### src/rtl/bus_pkg.sv
// Shared types and default widths for the bus slave memory endpoint.
package bus_pkg;
    localparam int DATA_W_DEF = 32;
    localparam int ADDR_W_DEF = 4;
    localparam int LEN_W_DEF  = 4;

    typedef enum logic [1:0] {IDLE, WRITE, READ, RESP} state_t;

    // Burst command as issued by the master
    typedef struct packed {
        logic                  wr;
        logic [ADDR_W_DEF-1:0] address;
        logic [LEN_W_DEF-1:0]  length;
    } cmd_t;
endpackage

### src/rtl/bus_slave_mem_if.sv
// Command / write-beat / read-beat channels between the bus master and the slave memory.
interface bus_slave_mem_if import bus_pkg::*; #(
    parameter int DATA_W = DATA_W_DEF,
    parameter int ADDR_W = ADDR_W_DEF,
    parameter int LEN_W  = LEN_W_DEF
);
    logic              io_req_valid;
    logic              io_req_ready;
    logic              io_req_wr;
    logic [ADDR_W-1:0] io_req_address;
    logic [LEN_W-1:0]  io_req_length;
    logic              io_wvalid;
    logic              io_wready;
    logic [DATA_W-1:0] io_wdata;
    logic              io_rvalid;
    logic              io_rready;
    logic [DATA_W-1:0] io_rdata;
    logic              io_done;
    logic              io_err;

    modport slave (
        input  io_req_valid, io_req_wr, io_req_address, io_req_length,
               io_wvalid, io_wdata, io_rready,
        output io_req_ready, io_wready, io_rvalid, io_rdata, io_done, io_err
    );

    modport master (
        output io_req_valid, io_req_wr, io_req_address, io_req_length,
               io_wvalid, io_wdata, io_rready,
        input  io_req_ready, io_wready, io_rvalid, io_rdata, io_done, io_err
    );
endinterface

### src/rtl/bus_mem_array.sv
// DEPTH x DATA_W register file: one write port, one registered read port,
// whole array cleared by the asynchronous active-low reset.
module bus_mem_array #(
    parameter int DATA_W = 32,
    parameter int ADDR_W = 4,
    parameter int DEPTH  = 1 << ADDR_W
) (
    input  logic              clock,
    input  logic              reset,
    input  logic              wr_en,
    input  logic [ADDR_W-1:0] wr_addr,
    input  logic [DATA_W-1:0] wr_data,
    input  logic              rd_en,
    input  logic              rd_zero,   // load zero instead of a stored word
    input  logic [ADDR_W-1:0] rd_addr,
    output logic [DATA_W-1:0] rd_data
);
    logic [DEPTH-1:0][DATA_W-1:0] mem_q;
    logic [DATA_W-1:0]            rd_data_q;

    // Storage write and read-data register load
    always_ff @(posedge clock or negedge reset) begin
        if (!reset) begin
            mem_q     <= '0;
            rd_data_q <= '0;
        end else begin
            if (wr_en) mem_q[wr_addr] <= wr_data;
            if (rd_en) rd_data_q <= rd_zero ? '0 : mem_q[rd_addr];
        end
    end

    assign rd_data = rd_data_q;
endmodule

### src/rtl/bus_slave_mem.sv
// Slave memory endpoint: accepts a burst command, then moves `length` beats
// over valid/ready channels and pulses done at completion.
// Optional macro BUS_SLAVE_ERR_EN: out-of-range bursts flag io_err and do not
// wrap; without it addresses wrap modulo DEPTH and io_err stays 0.
module bus_slave_mem import bus_pkg::*; #(
    parameter int DATA_W = DATA_W_DEF,
    parameter int ADDR_W = ADDR_W_DEF,
    parameter int LEN_W  = LEN_W_DEF,
    parameter int DEPTH  = 1 << ADDR_W
) (
    input  logic            clock,
    input  logic            reset,
    bus_slave_mem_if.slave  bus
);
    // One extra address bit so a non-wrapping burst can run past the top word
    localparam int AX_W = ADDR_W + 1;

    state_t            state_q, state_d;
    logic [AX_W-1:0]   addr_q, addr_d, addr_inc;
    logic [LEN_W-1:0]  cnt_q, cnt_d;
    logic              req_ready_q, req_ready_d;
    logic              wready_q, wready_d;
    logic              rvalid_q, rvalid_d;
    logic              done_q, done_d;
    logic              err_flag_q, err_flag_d;
    logic              err_q, err_d;
    logic              oob_cmd;
    logic              req_fire, wr_fire, rd_fire;
    logic              mem_rd_en;
    logic [AX_W-1:0]   mem_rd_addr;

    assign req_fire = bus.io_req_valid & req_ready_q;
    assign wr_fire  = bus.io_wvalid & wready_q;
    assign rd_fire  = rvalid_q & bus.io_rready;

`ifdef BUS_SLAVE_ERR_EN
    assign oob_cmd  = (32'(bus.io_req_address) + 32'(bus.io_req_length)) > 32'(DEPTH);
    assign addr_inc = addr_q + AX_W'(1);
`else
    assign oob_cmd  = 1'b0;
    assign addr_inc = {1'b0, addr_q[ADDR_W-1:0] + ADDR_W'(1)};
`endif

    // Next-state, counters and registered handshake outputs
    always_comb begin
        state_d     = state_q;
        addr_d      = addr_q;
        cnt_d       = cnt_q;
        req_ready_d = req_ready_q;
        wready_d    = wready_q;
        rvalid_d    = rvalid_q;
        done_d      = 1'b0;
        err_flag_d  = err_flag_q;
        err_d       = 1'b0;
        mem_rd_en   = 1'b0;
        mem_rd_addr = addr_q;
        case (state_q)
            IDLE: begin
                req_ready_d = 1'b1;
                if (req_fire) begin
                    addr_d      = {1'b0, bus.io_req_address};
                    cnt_d       = bus.io_req_length;
                    err_flag_d  = oob_cmd;
                    req_ready_d = 1'b0;
                    if (bus.io_req_length == '0) begin
                        state_d = RESP;
                        done_d  = 1'b1;
                        err_d   = oob_cmd;
                    end else if (bus.io_req_wr) begin
                        state_d  = WRITE;
                        wready_d = 1'b1;
                    end else begin
                        // First read word is fetched at accept: latency 1
                        state_d     = READ;
                        rvalid_d    = 1'b1;
                        mem_rd_en   = 1'b1;
                        mem_rd_addr = {1'b0, bus.io_req_address};
                    end
                end
            end
            WRITE: begin
                if (wr_fire) begin
                    addr_d = addr_inc;
                    cnt_d  = cnt_q - LEN_W'(1);
                    if (cnt_q == LEN_W'(1)) begin
                        state_d  = RESP;
                        wready_d = 1'b0;
                        done_d   = 1'b1;
                        err_d    = err_flag_q;
                    end
                end
            end
            READ: begin
                if (rd_fire) begin
                    cnt_d = cnt_q - LEN_W'(1);
                    if (cnt_q == LEN_W'(1)) begin
                        state_d  = RESP;
                        rvalid_d = 1'b0;
                        done_d   = 1'b1;
                        err_d    = err_flag_q;
                    end else begin
                        // Prefetch next word so beats stream one per cycle
                        addr_d      = addr_inc;
                        mem_rd_en   = 1'b1;
                        mem_rd_addr = addr_inc;
                    end
                end
            end
            RESP: begin
                state_d     = IDLE;
                req_ready_d = 1'b1;
            end
            default: state_d = IDLE;
        endcase
    end

    // State and output registers; reset abandons any burst in flight
    always_ff @(posedge clock or negedge reset) begin
        if (!reset) begin
            state_q     <= IDLE;
            addr_q      <= '0;
            cnt_q       <= '0;
            req_ready_q <= 1'b0;
            wready_q    <= 1'b0;
            rvalid_q    <= 1'b0;
            done_q      <= 1'b0;
            err_flag_q  <= 1'b0;
            err_q       <= 1'b0;
        end else begin
            state_q     <= state_d;
            addr_q      <= addr_d;
            cnt_q       <= cnt_d;
            req_ready_q <= req_ready_d;
            wready_q    <= wready_d;
            rvalid_q    <= rvalid_d;
            done_q      <= done_d;
            err_flag_q  <= err_flag_d;
            err_q       <= err_d;
        end
    end

    bus_mem_array #(.DATA_W(DATA_W), .ADDR_W(ADDR_W), .DEPTH(DEPTH)) u_mem (
        .clock   (clock),
        .reset   (reset),
        .wr_en   (wr_fire && (addr_q < AX_W'(DEPTH))),
        .wr_addr (addr_q[ADDR_W-1:0]),
        .wr_data (bus.io_wdata),
        .rd_en   (mem_rd_en),
        .rd_zero (mem_rd_addr >= AX_W'(DEPTH)),
        .rd_addr (mem_rd_addr[ADDR_W-1:0]),
        .rd_data (bus.io_rdata)
    );

    assign bus.io_req_ready = req_ready_q;
    assign bus.io_wready    = wready_q;
    assign bus.io_rvalid    = rvalid_q;
    assign bus.io_done      = done_q;
    assign bus.io_err       = err_q;
endmodule

### src/flat_wrapper.sv
// flat-port wrapper written by rule: the top's interface ports become plain ports
module bus_slave_mem_flat import bus_pkg::*;
#(
    parameter int DATA_W = DATA_W_DEF,
    parameter int ADDR_W = ADDR_W_DEF,
    parameter int LEN_W  = LEN_W_DEF,
    parameter int DEPTH  = 1 << ADDR_W
)
  (clock, reset, bus_io_req_valid, bus_io_req_wr, bus_io_req_address, bus_io_req_length, bus_io_wvalid, bus_io_wdata, bus_io_rready, bus_io_req_ready, bus_io_wready, bus_io_rvalid, bus_io_rdata, bus_io_done, bus_io_err);
  bus_slave_mem_if #(.DATA_W(DATA_W), .ADDR_W(ADDR_W), .LEN_W(LEN_W)) bus_i ();
  input  logic clock;
  input  logic reset;
  input wire logic [$bits(bus_i.io_req_valid)-1:0] bus_io_req_valid;
  input wire logic [$bits(bus_i.io_req_wr)-1:0] bus_io_req_wr;
  input wire logic [$bits(bus_i.io_req_address)-1:0] bus_io_req_address;
  input wire logic [$bits(bus_i.io_req_length)-1:0] bus_io_req_length;
  input wire logic [$bits(bus_i.io_wvalid)-1:0] bus_io_wvalid;
  input wire logic [$bits(bus_i.io_wdata)-1:0] bus_io_wdata;
  input wire logic [$bits(bus_i.io_rready)-1:0] bus_io_rready;
  output wire logic [$bits(bus_i.io_req_ready)-1:0] bus_io_req_ready;
  output wire logic [$bits(bus_i.io_wready)-1:0] bus_io_wready;
  output wire logic [$bits(bus_i.io_rvalid)-1:0] bus_io_rvalid;
  output wire logic [$bits(bus_i.io_rdata)-1:0] bus_io_rdata;
  output wire logic [$bits(bus_i.io_done)-1:0] bus_io_done;
  output wire logic [$bits(bus_i.io_err)-1:0] bus_io_err;
  assign bus_i.io_req_valid = bus_io_req_valid;
  assign bus_i.io_req_wr = bus_io_req_wr;
  assign bus_i.io_req_address = bus_io_req_address;
  assign bus_i.io_req_length = bus_io_req_length;
  assign bus_i.io_wvalid = bus_io_wvalid;
  assign bus_i.io_wdata = bus_io_wdata;
  assign bus_i.io_rready = bus_io_rready;
  assign bus_io_req_ready = bus_i.io_req_ready;
  assign bus_io_wready = bus_i.io_wready;
  assign bus_io_rvalid = bus_i.io_rvalid;
  assign bus_io_rdata = bus_i.io_rdata;
  assign bus_io_done = bus_i.io_done;
  assign bus_io_err = bus_i.io_err;
  bus_slave_mem #(.DATA_W(DATA_W), .ADDR_W(ADDR_W), .LEN_W(LEN_W), .DEPTH(DEPTH)) u_core (.clock(clock), .reset(reset), .bus(bus_i));
endmodule
### config.mk
export PLATFORM = sky130hd
export DESIGN_NAME = bus_slave_mem_flat
export DESIGN_NICKNAME = d
export VERILOG_FILES = /design/src/rtl/bus_pkg.sv /design/src/rtl/bus_slave_mem_if.sv /design/src/rtl/bus_mem_array.sv /design/src/rtl/bus_slave_mem.sv /design/src/flat_wrapper.sv
export SDC_FILE = /design/constraint.sdc
export NUM_CORES = 1
export LEC_CHECK = 0
export ABC_AREA = 1
export BUFFER_PORTS_ARGS = -buffer_cell sky130_fd_sc_hd__buf_2
export CAP_MARGIN = 20
export CORE_MARGIN = 2
export CORE_UTILIZATION = 28
export DETAILED_ROUTE_END_ITERATION = 12
export PLACE_DENSITY = 0.5
export SKIP_CTS_REPAIR_TIMING = 1
export SLEW_MARGIN = 10
export SYNTH_ARGS = -nofsm -noshare
export SYNTH_HDL_FRONTEND = slang
export SYNTH_SLANG_ARGS = --single-unit
### constraint.sdc
create_clock -name clock -period 2.95 [get_ports clock]
set_input_delay 0.295 -clock clock [delete_from_list [all_inputs] [get_ports clock]]
set_output_delay 0.295 -clock clock [all_outputs]
set_load 0.02 [all_outputs]
==> impl_metrics.env, run 1 <==
export IMPL_instances_no_fill=4382
export IMPL_seq_power_share_pct=33.6
export IMPL_clk_latency_ns=0.61
export IMPL_gp_congestion=0.744
export IMPL_io_pins=83
export IMPL_crit_arrival_ns=3.21
export IMPL_placed_area_mm2=0.0279
export IMPL_netlist_area_leader_share_pct=53.6
export IMPL_clock_fmax_mhz=366
export IMPL_fin_crit_ns=2.73
export IMPL_ys_types=34
export IMPL_status="finished clean"
export IMPL_start_kind="flip-flop"
export IMPL_ys_top_cells_by_count="863 x nand2_1, 559 x dfrtp_1, 530 x o21ai_0, 491 x nand3_1, 273 x nand4_1"
export IMPL_fp_dieW_um=309
export IMPL_synth_compound_area_share_pct=10.8
export IMPL_via_per_inst=5.20
export IMPL_synth_top_family_by_area="simple AND/OR/NAND/NOR gates"
export IMPL_cts_buffers=66
export IMPL_die_y_um=309
export IMPL_cts_root_buf="clkbuf_16"
export IMPL_crit_required_ns=3.43
export IMPL_syn_inst=3152
export IMPL_grt_max_degree=132
export IMPL_maxSlewHeadroom_pct=44.3
export IMPL_yosys_area_top_type="dfrtp_1"
export IMPL_fin_nets=3138
export IMPL_diodes=0
export IMPL_min_path_type="in2reg"
export IMPL_hold_slack_ns=0.00444
export IMPL_share_comb_of_total_power_pct=44.6
export IMPL_drtIter0Drc=2250
export IMPL_finalSetupViolations=0
export IMPL_cts_sinks=559
export IMPL_synth_warnings=0
export IMPL_skew_ns=0.0184
export IMPL_total_power_mw=36.9
export IMPL_synthMostInstantiatedCell="nand2_1"
export IMPL_min_period_over_period_pct=92.6
export IMPL_cts_buffer_depth=3
export IMPL_cts_tree="done"
export IMPL_rows=112
export IMPL_async_reset_ff_share_pct=100
export IMPL_grt_overflow_total=0
export IMPL_ff_latch_area_mm2=0.0140
export IMPL_syn_avg_cell_area_um2=8.29
export IMPL_synth_edf_count=0
export IMPL_p_leak_nw=13.5
export IMPL_synth_simple_area_share_pct=28.8
export IMPL_switching_share_pct=43.0
export IMPL_synth_seq_cells=559
export IMPL_grtUsageTotal_pct=18.7
export IMPL_ir_drop_v=0.00132
export IMPL_rsz0062_at_grt="no"
export IMPL_dp_slack_ns=0.0745
export IMPL_dp_cells=4266
export IMPL_critical_path_max_fanout=43
export IMPL_port_buffers=81
export IMPL_grt_pass1_vias=22500
export IMPL_antenna_found_initial=2
export IMPL_first_pass_iters=5
export IMPL_routedWlPerCell_um=20.4
export IMPL_regToRegSetupSlack_ns=0.22
export IMPL_core_area_mm2=0.0929
export IMPL_cts_max_level=3
export IMPL_ant_nets=0
export IMPL_synth_top_cells_by_area="dfrtp_1 54%, nand2_1 12%, o21ai_0 10%"
export IMPL_wl_um=89300
export IMPL_synth_fa_ha_area_share_pct=0.479
export IMPL_dieArea_mm2=0.0957
export IMPL_synth_seq_area_share_pct=53.6
export IMPL_initial_core_util_pct=28.1
export IMPL_multi_input_area_mm2=0.0106
export IMPL_synth_nets=3208
export IMPL_fin_util_pct=32.3
export IMPL_layout_drive_gt1_share_pct=9.05
export IMPL_route_detailed_drc=0
export IMPL_slew_viol_final=0
export IMPL_pwr_density_cell_mw_per_mm2=1230
export IMPL_clkPwrFrac_pct=21.8
export IMPL_crit_type="reg2reg"
export IMPL_hpwl_um=46200
export IMPL_final_area_mm2=0.0300
export IMPL_path_clk_slew_ns=0.06
export IMPL_syn_area_mm2=0.0261
export IMPL_power_switching_mw=15.9
export IMPL_fill_cells=9844
export IMPL_grt_pass1_wl_um=139000
export IMPL_worst_slack_ns=0.219
export IMPL_tightest_slew_ns=0.835
export IMPL_synth_xor_area_share_pct=0.101
export IMPL_vias=22800
export IMPL_syn_to_final_growth_pct=14.9
export IMPL_internal_power_mw=21.0
export IMPL_drv_cap=0
export IMPL_worstSetupEndpointType="flip-flop"
export IMPL_hold_viol_final=0
export IMPL_synthMuxAreaShare_pct=0
export IMPL_fin_setup_tns_ns=0
export IMPL_ys_flop_type="dfrtp_1"
routing by layer:
metal | vias up | track usage, % | share of wire, %
li1 | 10700 | - | -
met1 | 11400 | 26.3 | 47
met2 | 638 | 29.5 | 45
met3 | 129 | 3.22 | 5.7
met4 | 4 | 5.90 | 2.5
met5 | - | 0 | 0.040
critical path: stages (launching register included):
cell,delay (ns)
dfrtp_1,0.39
inv_1,0.11
ha_2,0.31
nor2_1,0.09
a21oi_2,0.11
nand3_2,0.21
nand2_1,0.18
nand3_4,0.21
inv_6,0.16
buf_12,0.28
nand3_1,0.12
nand3_1,0.10
nand3_1,0.08
nand3_1,0.19
nand2_1,0.07
flip-flops by register name (all words and copies together) (netlist names):
| signal | count |
|---|---|
| u_core.bus.io_wready | 1 |
| u_core.bus.io_req_ready | 1 |
| u_core.addr_q | 5 |
| u_core.u_mem.rd_data | 32 |
| u_core.bus.io_rvalid | 1 |
| u_core.cnt_q | 4 |
| u_core.u_mem.mem_q | 512 |
| u_core.state_q | 2 |
| u_core.bus.io_done | 1 |
logic make-up after synthesis:
logic type	count (synthesis)
XOR/XNOR	3
AO/OA/AOI/OAI	554
buffers and inverters	378
other	1
adder cells (fa/ha/maj)	10
flip-flops	559
AND/OR/NAND/NOR	1647
placed cells by master (no fill, tap or decap), types with 5 or more instances in the layout:
cell and instances:
clkbuf_16 68, buf_2 80, dfrtp_1 559, buf_12 34, nor2_1 9, inv_1 68
o21ai_0 530, nand3_1 490, clkinv_2 15, clkbuf_8 8, buf_4 48, nand4_1 273
clkbuf_1 15, nand2_1 863, inv_2 5, o211ai_1 8, ha_1 9
path summary, 6_finish.rpt:
kind	from	endpoint	cells past startpoint
max	u_core.state_q[1]$_DFFE_PN0P_	u_core.u_mem.rd_data[0]$_DFFE_PN0P_	14
min	bus_io_req_length[1]	u_core.cnt_q[1]$_DFFE_PN0P_	3
max reg2reg	u_core.state_q[1]$_DFFE_PN0P_	u_core.u_mem.rd_data[0]$_DFFE_PN0P_	14
min reg2reg	u_core.u_mem.rd_data[0]$_DFFE_PN0P_	u_core.u_mem.rd_data[0]$_DFFE_PN0P_	2
max in group asynchronous	reset	u_core.u_mem.mem_q[235]$_DFFE_PN0P_	3
min in group asynchronous	reset	u_core.u_mem.mem_q[184]$_DFFE_PN0P_	2
power by group through the flow:
stage,clock network [mW],logic [mW],registers [mW]
floorplan,0,11.3,12.2
global placement,0,16.3,12.5
detailed placement,0,16.5,12.5
CTS,8.27,16.5,12.4
global route,8.57,18.4,12.8
finish,8.06,16.4,12.4
area by class of cell:
type	instances	area share (%)
Sequential cell	559	46.6
Multi-Input combinational cell	2215	35.3
Clock inverter	23	0.780
Timing Repair Buffer	165	4.92
Tap cell	1254	5.23
Inverter	75	0.959
Clock buffer	91	6.23
No activity file was read; power rests on OpenSTA's default activity.
==> run 2: changes to the inputs <==
--- a/config.mk
+++ b/config.mk
@@ -5,7 +5,6 @@
 export SDC_FILE = /design/constraint.sdc
 export NUM_CORES = 1
 export LEC_CHECK = 0
-export ABC_AREA = 1
 export BUFFER_PORTS_ARGS = -buffer_cell sky130_fd_sc_hd__buf_2
 export CAP_MARGIN = 20
 export CORE_MARGIN = 2
==> impl_metrics.env, run 2 <==
export IMPL_rows=111
export IMPL_crit_arrival_ns=3.35
export IMPL_start_kind="flip-flop"
export IMPL_hold_viol_final=1
export IMPL_cts_tree="done"
export IMPL_total_power_mw=39.0
export IMPL_routedWlPerCell_um=22.0
export IMPL_skew_ns=0.0232
export IMPL_core_area_mm2=0.0917
export IMPL_critical_path_max_fanout=48
export IMPL_grt_pass1_vias=18900
export IMPL_slowest_stage="a311oi_4"
export IMPL_pwr_density_cell_mw_per_mm2=1280
export IMPL_fp_dieW_um=308
export IMPL_io_pins=83
export IMPL_crit_path_max_incr_delay_ns=0.42
export IMPL_first_pass_iters=5
export IMPL_fin_nets=2407
export IMPL_p_leak_nw=13.3
export IMPL_ant_nets=0
export IMPL_port_buffers=81
export IMPL_ir_drop_v=0.000767
export IMPL_ff_latch_area_mm2=0.0140
export IMPL_largest_reg_flops=512
export IMPL_regToRegSetupSlack_ns=0.17
export IMPL_drtIter0Drc=1366
export IMPL_syn_area_mm2=0.0259
export IMPL_cp_num_buf_inv=4
export IMPL_yosys_area_top_type="dfrtp_1"
export IMPL_crit_type="reg2reg"
export IMPL_grt_pass1_wl_um=121000
export IMPL_syn_avg_cell_area_um2=11.3
export IMPL_gp_congestion=0.779
export IMPL_cts_max_level=2
export IMPL_fill_cells=9155
export IMPL_maxSlewHeadroom_pct=40.1
export IMPL_largest_register="u_core.u_mem.mem_q"
export IMPL_endpoint="u_core.u_mem.rd_data[28]$_DFFE_PN0P_"
export IMPL_status="finished with violations"
export IMPL_path_clk_slew_ns=0.06
export IMPL_r2r_end="u_core.u_mem.rd_data[28]$_DFFE_PN0P_"
export IMPL_cp_depth=12
export IMPL_ys_top_cells_by_count="559 x dfrtp_1, 512 x mux2_2, 417 x nand2_1, 265 x nand3_1, 131 x clkbuf_1"
export IMPL_cts_sinks=559
export IMPL_crit_family="compound AO/OA/AOI/OAI gates"
export IMPL_synth_seq_area_share_pct=54.0
export IMPL_violations="hold timing"
export IMPL_synth_nets=2356
export IMPL_dieArea_mm2=0.0949
export IMPL_clk_latency_ns=0.64
export IMPL_synth_top_cells_by_area="dfrtp_1 54%, mux2_2 22%, nand2_1 6.0%"
export IMPL_rr_startpoint="u_core.state_q[0]$_DFFE_PN0P_"
export IMPL_hold_depth=4
export IMPL_synth_warnings=0
export IMPL_ys_types=53
export IMPL_path_common_cell="inv_1"
export IMPL_diodes=0
export IMPL_crit_start="u_core.state_q[0]$_DFFE_PN0P_"
export IMPL_tightest_slew_ns=0.899
export IMPL_cts_buffers=60
export IMPL_rsz0062_at_grt="no"
export IMPL_cts_buffer_depth=3
export IMPL_hpwl_um=46100
export IMPL_grtUsageTotal_pct=16.7
export IMPL_cts_root_buf="clkbuf_16"
export IMPL_fin_util_pct=33.2
export IMPL_instances_no_fill=3581
export IMPL_clock_fmax_mhz=359
export IMPL_grt_overflow_total=0
export IMPL_wl_um=78900
export IMPL_crit_required_ns=3.51
export IMPL_route_detailed_drc=0
export IMPL_syn_inst=2300
export IMPL_fin_setup_tns_ns=0
export IMPL_worstSetupEndpointType="flip-flop"
export IMPL_async_reset_ff_share_pct=100
export IMPL_syn_to_final_growth_pct=17.5
export IMPL_crit_chain="inv_1 -> ha_1 -> inv_1 -> a211oi_2 -> a311oi_4 -> buf_4 -> and2_4 -> buf_12 -> nand2_1 -> a31oi_1 -> a32oi_1 -> nand3_1"
export IMPL_slew_viol_final=0
export IMPL_grt_max_degree=88
export IMPL_vias=18400
export IMPL_synth_seq_cells=559
export IMPL_layout_drive_gt1_share_pct=34.5
export IMPL_min_period_over_period_pct=94.4
export IMPL_synth_edf_count=0
export IMPL_fin_crit_ns=2.78
export IMPL_min_path_type="in2reg"
export IMPL_ff2ff_path_depth=12
export IMPL_antenna_found_initial=8
export IMPL_hold_slack_ns=-0.0175
export IMPL_netlist_area_leader_share_pct=54.0
export IMPL_ys_flop_type="dfrtp_1"
export IMPL_synthMostInstantiatedCell="dfrtp_1"
export IMPL_multi_input_area_mm2=0.0112
export IMPL_initial_core_util_pct=28.2
export IMPL_finalSetupViolations=0
export IMPL_drv_cap=0
export IMPL_via_per_inst=5.13
export IMPL_layout_common_cells="559 x dfrtp_1, 512 x mux2_2, 417 x nand2_1"
export IMPL_final_common_cell="dfrtp_1"
export IMPL_die_y_um=308
export IMPL_dp_cells=3471
[run 2: layout make-up]
| type | instances | area share, % |
|---|---|---|
| Sequential cell | 559 | 46.0 |
| Multi-Input combinational cell | 1531 | 36.8 |
| Clock buffer | 92 | 5.96 |
| Timing Repair Buffer | 187 | 5.54 |
| Tap cell | 1186 | 4.88 |
| Clock inverter | 14 | 0.646 |
| Inverter | 12 | 0.148 |
[run 2: cell families after synthesis]
| logic type | share of synthesized area (%) |
|---|---|
| AOI/OAI and AO/OA | 5.83 |
| muxes | 22.4 |
| other | 0.0145 |
| buffers and inverters | 3.48 |
| and+or+nand+nor | 13.7 |
| adders and majority gates | 0.483 |
| DFF | 54.0 |
[run 2: per-layer routing]
metal  GRT usage [%]  vias to the layer above  part of all wire (%)
met1            22.6                     9526                    45
met2            26.9                      457                    46
met4            5.66                       10                   3.4
met5               0                        -                 0.076
li1                -                     8223                     -
met3            3.00                      168                   5.2
[run 2: worst min-delay path by stage]
stage | start | endpoint | slack, ns
6_report | bus_io_rready | u_core.bus.io_rvalid$_DFFE_PN0P_ | -0.02
3_3_place_gp | reset | u_core.bus.io_done$_DFF_PN0_ | 0.42
5_1_grt | bus_io_rready | u_core.bus.io_rvalid$_DFFE_PN0P_ | 0.01
2_1_floorplan | reset | u_core.addr_q[0]$_DFFE_PN0P_ | -0.0006
4_1_cts | reset | u_core.u_mem.mem_q[56]$_DFFE_PN0P_ | -0.24
3_5_place_dp | reset | u_core.addr_q[2]$_DFFE_PN0P_ | 0.43
[run 2: worst min-delay path, stage by stage]
cell and delay, ns:
buf_2 0.12, nand3_1 0.06, nand2_1 0.05, nand2_1 0.04
[run 2: per-stage QoR]
stage / cell area (um^2) / setup WS [ns]
floorplan: 25900 / 0.493
global placement: 28400 / 0.176
detailed placement: 28400 / 0.0919
CTS: 30400 / 0.0989
global route: 30400 / 0.00684
finish: 30400 / 0.165
[run 2: report_power, final]
part,leakage [nW],internal [mW],switching (mW)
clock,0.981,4.55,3.15
combinational,5.34,7.53,10.5
sequential,6.93,11.3,2.00
==> run 3: changes to the inputs <==
--- a/config.mk
+++ b/config.mk
@@ -11,7 +11,6 @@
 export CORE_UTILIZATION = 28
 export DETAILED_ROUTE_END_ITERATION = 12
 export PLACE_DENSITY = 0.5
-export SKIP_CTS_REPAIR_TIMING = 1
 export SLEW_MARGIN = 10
 export SYNTH_ARGS = -nofsm -noshare
 export SYNTH_HDL_FRONTEND = slang
==> constraint.sdc (replaced) <==
create_clock -name clock -period 3.55 [get_ports clock]
set_input_delay 0.355 -clock clock [delete_from_list [all_inputs] [get_ports clock]]
set_output_delay 0.355 -clock clock [all_outputs]
set_load 0.02 [all_outputs]
==> impl_metrics.env, run 3 (same netlist as run 2, synthesis figures left out) <==
export IMPL_status="finished clean"
export IMPL_clock_fmax_mhz=315
export IMPL_worst_slack_ns=0.379
export IMPL_maxSlewHeadroom_pct=27.8
export IMPL_cts_tree="done"
export IMPL_grt_pass1_wl_um=122000
export IMPL_min_period_over_period_pct=89.3
export IMPL_crit_arrival_ns=3.70
export IMPL_tightest_slew_ns=1.08
export IMPL_post_cts_setup_buffers=0
export IMPL_crit_required_ns=4.08
export IMPL_cts_resized=0
export IMPL_seq_power_share_pct=34.4
export IMPL_largest_reg_flops=512
export IMPL_hold_viol_final=0
export IMPL_switching_share_pct=40.7
export IMPL_fp_dieW_um=308
export IMPL_ir_drop_v=0.000782
export IMPL_p_leak_nw=13.1
export IMPL_fin_setup_tns_ns=0
export IMPL_fill_cells=9143
export IMPL_ant_nets=0
export IMPL_slew_viol_final=0
export IMPL_pwr_density_cell_mw_per_mm2=1070
export IMPL_rsz0062_at_grt="no"
export IMPL_largest_register="u_core.u_mem.mem_q"
export IMPL_routedWlPerCell_um=22.4
export IMPL_layout_drive_gt1_share_pct=33.8
export IMPL_core_area_mm2=0.0917
export IMPL_port_buffers=81
export IMPL_antenna_found_initial=6
export IMPL_wl_um=79800
export IMPL_cts_sinks=559
export IMPL_drv_cap=0
export IMPL_cts_max_level=3
export IMPL_skew_ns=0.0278
export IMPL_via_per_inst=5.11
export IMPL_rows=111
export IMPL_grtUsageTotal_pct=16.9
export IMPL_gp_congestion=0.801
export IMPL_critical_path_max_fanout=21
export IMPL_cts_buffer_depth=3
export IMPL_dp_slack_ns=0.346
export IMPL_layout_common_cells="559 x dfrtp_1, 512 x mux2_2, 417 x nand2_1"
export IMPL_share_comb_of_total_power_pct=45.4
export IMPL_internal_power_mw=19.1
export IMPL_cts_buffers=67
export IMPL_fin_nets=2382
export IMPL_vias=18200
export IMPL_path_clk_slew_ns=0.06
export IMPL_grt_overflow_total=0
export IMPL_grt_pass1_vias=19000
export IMPL_clk_latency_ns=0.61
export IMPL_start_kind="flip-flop"
export IMPL_initial_core_util_pct=28.2
export IMPL_drtIter0Drc=1165
export IMPL_io_pins=83
export IMPL_regToRegSetupSlack_ns=0.38
export IMPL_finalSetupViolations=0
export IMPL_worstSetupEndpointType="flip-flop"
export IMPL_first_pass_iters=5
export IMPL_cts_root_buf="clkbuf_16"
export IMPL_fin_crit_ns=3.17
export IMPL_hpwl_um=45600
export IMPL_die_y_um=308
export IMPL_route_detailed_drc=0
export IMPL_power_switching_mw=13.1
export IMPL_syn_to_final_growth_pct=16.3
export IMPL_clkPwrFrac_pct=20.2
export IMPL_grt_max_degree=98
export IMPL_crit_type="reg2reg"
export IMPL_dieArea_mm2=0.0949
export IMPL_final_common_cell="dfrtp_1"
export IMPL_min_path_type="in2reg"
## run 3: final cells by class
type	count	area (um^2)	share of cell area [%]
clock inverters	17	123	0.407
repair buffers	155	1340	4.44
well taps	1186	1480	4.93
diodes	2	5.00	0.0166
inverters	12	45.0	0.150
clock buffers	95	1930	6.40
multi-input cells	1531	11200	37.2
flip-flops and latches	559	14000	46.5
## run 3: power groups by stage
stage | clock network (mW) | logic (mW) | registers, mW
global placement | 0 | 14.5 | 11.0
floorplan | 0 | 9.90 | 10.8
detailed placement | 0 | 14.7 | 11.1
CTS | 6.65 | 14.7 | 11.0
global route | 6.94 | 16.0 | 11.4
finish | 6.49 | 14.6 | 11.1
## run 3: per-stage QoR
step           power, mW  utilization [%]  area [um^2]  instances  hold slack, ns
4_1_cts             32.4             32.8        30100       3555          0.0263
3_3_place_gp        25.4             30.6        28000       3442           0.478
5_1_grt             34.3             32.8        30100       3555          0.0582
6_report            32.1             32.8        30100       3557          0.0527
2_1_floorplan       20.7                -        25900       2300          0.0594
3_5_place_dp        25.8             30.6        28000       3442           0.484
## run 3: critical path, stage by stage (launching register included)
cell     delay, ns
dfrtp_1       0.37
inv_1         0.08
ha_1          0.31
buf_4         0.21
o21ai_0       0.15
o21ai_0       0.20
a21oi_1       0.30
nand2_1       0.14
nor2_4        0.83
buf_4         0.33
nand3_1       0.10
nand3_1       0.07
## run 3: path summary, 6_finish.rpt
path / startpoint / end / cells after the start
worst max-delay path: u_core.state_q[0]$_DFFE_PN0P_ / u_core.u_mem.rd_data[20]$_DFFE_PN0P_ / 11
worst min-delay path: bus_io_req_address[3] / u_core.addr_q[3]$_DFFE_PN0P_ / 3
worst max register to register: u_core.state_q[0]$_DFFE_PN0P_ / u_core.u_mem.rd_data[20]$_DFFE_PN0P_ / 11
worst min register to register: u_core.u_mem.mem_q[23]$_DFFE_PN0P_ / u_core.u_mem.mem_q[23]$_DFFE_PN0P_ / 1
max in group asynchronous: reset / u_core.u_mem.rd_data[11]$_DFFE_PN0P_ / 3
min in group asynchronous: reset / u_core.bus.io_req_ready$_DFFE_PN0P_ / 2
## run 3: what timing repair did
| item | 4_1_cts | 5_1_grt |
|---|---|---|
| hold buffers | 1 | 0 |
| setup endpoints to repair | 0 | 0 |
| endpoints found under the hold margin | 87 | 0 |
## run 3: metal layers
layer	up-vias	global-route usage, %	part of all wire, %
met4	4	4.88	2.6
met5	-	0	0.028
met2	399	28.0	47
met1	9498	22.8	45
li1	8163	-	-
met3	129	2.73	4.5
